==> config.mk <==
export PLATFORM = sky130hd
export DESIGN_NAME = pop_data
export DESIGN_NICKNAME = d
export VERILOG_FILES = /design/src/rtl/pop_data_pkg.sv /design/src/rtl/pop_data.sv
export SDC_FILE = /design/constraint.sdc
export NUM_CORES = 1
export LEC_CHECK = 0
export BUFFER_PORTS_ARGS = -buffer_cell sky130_fd_sc_hd__clkbuf_2
export CORE_AREA = 3 3 60 57
export CTS_BUF_LIST = sky130_fd_sc_hd__clkbuf_4
export DETAILED_ROUTE_END_ITERATION = 7
export DIE_AREA = 0 0 63 60
export PLACE_DENSITY = 0.75
export SKIP_CTS_REPAIR_TIMING = 1
export SYNTH_ARGS = -nofsm -noshare
export SYNTH_HDL_FRONTEND = slang
export SYNTH_SLANG_ARGS = --single-unit
==> constraint.sdc <==
create_clock -name clk -period 1.8 [get_ports clk]
set_clock_uncertainty 0.2 [all_clocks]
set_input_delay 0.18 -clock clk [delete_from_list [all_inputs] [get_ports clk]]
set_output_delay 0.18 -clock clk [all_outputs]
set_load 0.01 [all_outputs]
==> src/rtl/pop_data_pkg.sv <==
// Shared constants for the pop_data byte-pair reassembler.
// FSM encodings and frame-error cause codes.
package pop_data_pkg;

    localparam logic [1:0] ST_IDLE    = 2'b00;
    localparam logic [1:0] ST_GAP     = 2'b01;
    localparam logic [1:0] ST_WAIT_HI = 2'b10;

    localparam logic [1:0] ERR_NONE    = 2'b00;
    localparam logic [1:0] ERR_GAP     = 2'b01;
    localparam logic [1:0] ERR_TIMEOUT = 2'b10;
    localparam logic [1:0] ERR_BAD_HI  = 2'b11;

endpackage

==> src/rtl/pop_data.sv <==
// Reassembles a speed word from a low byte, an idle gap and a high byte.
// Flags gap violations, high-byte timeouts and nonzero unused high bits.
module pop_data
    import pop_data_pkg::*;
#(
    parameter int WIDTH_SPEED = 14,
    parameter int DATA_SIZE   = 8,
    parameter int TIMEOUT     = 4
) (
    input  logic                   clk,
    input  logic                   reset,
    input  logic                   write,
    input  logic [DATA_SIZE-1:0]   data,
    output logic [WIDTH_SPEED-1:0] speed,
    output logic                   valid,
    output logic                   err,
    output logic [1:0]             err_code,
    output logic                   busy
);

    localparam int HI_W = WIDTH_SPEED - DATA_SIZE;
    localparam int TW   = $clog2(TIMEOUT + 1);
    localparam logic [TW-1:0] TLAST = TW'(TIMEOUT - 1);
    // Bits of the high byte that fall above the speed word; must arrive as zero.
    localparam logic [DATA_SIZE-1:0] UNUSED_MASK = {DATA_SIZE{1'b1}} << HI_W;

    logic [1:0]           state;
    logic [TW-1:0]        timer;
    logic [DATA_SIZE-1:0] low_byte;

    assign busy = (state != ST_IDLE);

    always_ff @(posedge clk or posedge reset) begin
        if (reset) begin
            state    <= ST_IDLE;
            timer    <= '0;
            low_byte <= '0;
            speed    <= '0;
            valid    <= 1'b0;
            err      <= 1'b0;
            err_code <= ERR_NONE;
        end else begin
            valid    <= 1'b0;
            err      <= 1'b0;
            err_code <= ERR_NONE;
            case (state)
                ST_IDLE: begin
                    if (write) begin
                        low_byte <= data;
                        state    <= ST_GAP;
                    end
                end
                ST_GAP: begin
                    if (write) begin
                        // Back-to-back bytes: resync on the newest one as the low byte.
                        low_byte <= data;
                        err      <= 1'b1;
                        err_code <= ERR_GAP;
                    end else begin
                        state <= ST_WAIT_HI;
                        timer <= '0;
                    end
                end
                ST_WAIT_HI: begin
                    if (write) begin
                        state <= ST_IDLE;
                        timer <= '0;
                        if ((data & UNUSED_MASK) == '0) begin
                            speed <= {data[HI_W-1:0], low_byte};
                            valid <= 1'b1;
                        end else begin
                            err      <= 1'b1;
                            err_code <= ERR_BAD_HI;
                        end
                    end else if (timer == TLAST) begin
                        state    <= ST_IDLE;
                        timer    <= '0;
                        low_byte <= '0;
                        err      <= 1'b1;
                        err_code <= ERR_TIMEOUT;
                    end else begin
                        timer <= timer + TW'(1);
                    end
                end
                default: state <= ST_IDLE;
            endcase
        end
    end

endmodule

==> impl_metrics.csv <==
group,metric,value,unit
synthesis,synth-seq-area-share,55.4,%
pwr,vdd_ir_drop_max,1000,uV
grt,grtUsageTotal,15.4,%
pwr,p_leak,0.000938,uW
worst_setup_path,path_max_fanout,7,
grt,grt_overflow,0,
worst_setup_path,slowest_delay,0.39,ns
pwr,p_per_area,1470,mW/mm^2
synthesis,synth_top_area_cell,"dfrtp_1",
clock_tree,ctsHtreeMaxLevel,2,
status,status,"finished, final reports clean",
clock_tree,cts_buffer_depth,2,
sta,relSlewSlack,74.9,%
sta,fmax,559,MHz
clock_tree,clk_pin_slew,0.09,ns
finish,finalNetCount,170,
synthesis,yosysMostFrequentCell,"dfrtp_1",
synthesis,synth-seq-cells,31,
pwr,internal_power,1810,uW
detailed_routing,wl_per_cell,14.8,um
floorplanning,fp.dieW,63,um
grt,first_global_vias,911,
synthesis,async_flop_share,100,%
synthesis,syn_inst,104,
pwr,seqPwrFrac,43.3,%
finish,layout-drive-gt1-share,44.5,%
synthesis,syn-num-nets,120,
detailed_routing,vias_per_cell,5.12,
detailed_routing,first_iter_violations,51,
synthesis,synth_area,0.00140,mm^2
finish,antenna_cells,0,
worst_setup_path,crit_path_start_kind,"flop",
placement,io_buffers,29,
sta,period_needed,1.79,ns
floorplanning,initial_core_util,50.6,%
worst_setup_path,critical-path-top-delay-family,"flip-flops",
synthesis,ys_warn_count,0,
grt,antenna_found_initial,0,
sta,tightest_slew,0.376,ns
detailed_routing,drcViolationCount,0,
synthesis,synth_edf_count,0,
synthesis,synth_ff_type,"dfrtp_1",
sta,min_period_over_period,99.4,%
placement,hpwl,1.91,mm
finish,utilization,67.1,%
pwr,pwr-share-comb,42.0,%
clock_tree,cts_tree,"done",
synthesis,synth_cell_types,30,
floorplanning,die_y,60,um
worst_setup_path,crit_slowest_cell,"dfrtp_1",
sta,finalSetupTns,0,ns
job,drv_cap,0,
detailed_routing,ant_nets,0,
sta,finalHoldViolCount,0,
clock_tree,clock_sinks,31,
sta,finalSetupViolCount,0,
worst_setup_path,endpoint_kind,"flop",
floorplanning,rows,18,
synthesis,avgSynthCellArea,13.5,um^2
worst_setup_path,required,1.81,ns
floorplanning,dieArea,0.00378,mm^2
clock_tree,numCtsBuffers,5,
finish,area_delta_synth_final,32.6,%
detailed_routing,routed_wl,2.89,mm
worst_setup_path,crit_chain,"inv_2 -> ha_4 -> nand2_4 -> nor3_4 -> clkbuf_16 -> mux2_4",
worst_setup_path,path_class,"reg -> reg",
floorplanning,pin_count,30,
grt,grt_pass1_wl,4.34,mm
synthesis,synth_top_area_share,55.4,%
floorplanning,core_area,0.00277,mm^2
placement,globalplace.congestion,0.819,
synthesis,synth_top_cells_by_count,"dfrtp_1, mux2_4, a22o_1",
worst_setup_path,cp.arrival,1.80,ns
pwr,clockPowerShare,14.7,%
min_path,min_path_type,"in -> reg",
pwr,p_switching,919,uW
clock_tree,clock_latency,0.32,ns
sta,rsz0062_at_grt,"true",
worst_setup_path,r2r_setup_slack,0.01,ns
worst_setup_path,cp_num_buf_inv,2,
grt,grt_max_degree,32,
pwr,power_switching_share,33.7,%
detailed_routing,first_pass_iters,4,
sta,drv_slew,0,
clock_tree,cts-root-buf,"clkbuf_4",
detailed_routing,vias,999,
synthesis,yosys-top-cells-area,"dfrtp_1, mux2_4, a22o_1",
==> state kept, by name (all words and copies together) (netlist names) <==
register  count
speed        14
low_byte      8
timer         3
err_code      2
state         2
err           1
valid         1
==> placed cells by master, fill, tap and decap left out <==
cell           count
buf_12             1
nor3b_2            1
and3_1             1
a211o_1            1
o22ai_2            1
a22o_1             8
nor3b_1            1
ha_4               1
a31oi_1            1
inv_1              5
buf_4              7
mux2_4            14
clkbuf_2          29
inv_2              1
nand2_4            1
nand2b_1           5
mux2_1             1
clkinv_2           1
o21ai_0            6
nor3_4             1
nand3_1            1
clkbuf_16          1
nand2_1            3
a41o_1             1
o21ba_2            1
o31ai_1            1
a32o_1             1
ha_2               1
ha_1               3
nor2b_1            3
clkbuf_4           7
a21oi_1            1
a211oi_1           1
o221ai_2           1
dlygate4sd3_1      9
nor2_1             2
dfrtp_1           31
==> path summary, 6_finish.rpt <==
kind,cells after the start,endpoint,from
hold reg to reg,1,timer[0]$_DFFE_PP0P_,timer[0]$_DFFE_PP0P_
hold / removal,3,err_code[0]$_DFF_PP0_,write
min in group asynchronous,4,low_byte[2]$_DFFE_PP0P_,reset
max in group asynchronous,4,state[0]$_DFFE_PP0P_,reset
setup reg to reg,6,speed[2]$_DFFE_PP0P_,state[0]$_DFFE_PP0P_
setup / recovery,6,speed[2]$_DFFE_PP0P_,state[0]$_DFFE_PP0P_
==> power by group through the flow <==
stage	sequential (uW)	clock, uW	combinational (uW)
after floorplan	1240	0	582
after global placement	1160	0	1020
after detailed placement	1180	0	1060
after CTS	1170	414	1060
after global routing	1220	452	1260
final	1180	402	1140
==> per-layer routing <==
layer	part of all wire, %	routed length [um]	global-route usage (%)
met4	1.0	29	6.60
met2	45	1320	21.4
met5	0	0	0
met3	5.5	160	4.70
met1	48	1390	22.3
==> cell type report <==
class,count,area [um^2]
Fill cell,206,912
Clock buffer,7,52.6
Clock inverter,1,5.00
Inverter,6,22.5
Sequential cell,31,776
Multi-Input combinational cell,63,619
Timing Repair Buffer,47,333
Tap cell,40,50.0
==> stage by stage <==
step | instances | hold slack [ns] | area, um^2 | worst slack, ns | total power [uW]
3_3_place_gp | 177 | 0.0501 | 1630 | 0.111 | 2180
2_1_floorplan | 104 | 0.0835 | 1400 | 0.00923 | 1820
3_5_place_dp | 177 | 0.0601 | 1630 | 0.0705 | 2240
6_report | 195 | 0.0498 | 1860 | 0.0108 | 2730
4_1_cts | 185 | -0.288 | 1690 | 0.0659 | 2640
5_1_grt | 195 | 0.0807 | 1860 | -0.0549 | 2920
==> worst register-to-register path, delay by kind of cell (launching register included) <==
kind / cells / cell delay (ns)
AND/OR/NAND/NOR: 2 / 0.35
flip-flops: 1 / 0.39
adder cells (fa/ha/maj): 1 / 0.14
buffers and inverters: 2 / 0.31
multiplexers: 1 / 0.29
==> cells by family after synthesis <==
group / Yosys count / synth area share, %
buf+inv: 10 / 4.20
flops: 31 / 55.4
simple gates: 19 / 8.21
mux: 15 / 14.5
compound gates: 24 / 13.3
fa+ha+maj: 5 / 4.46
Note: power is estimated with default switching activity, not from simulation.
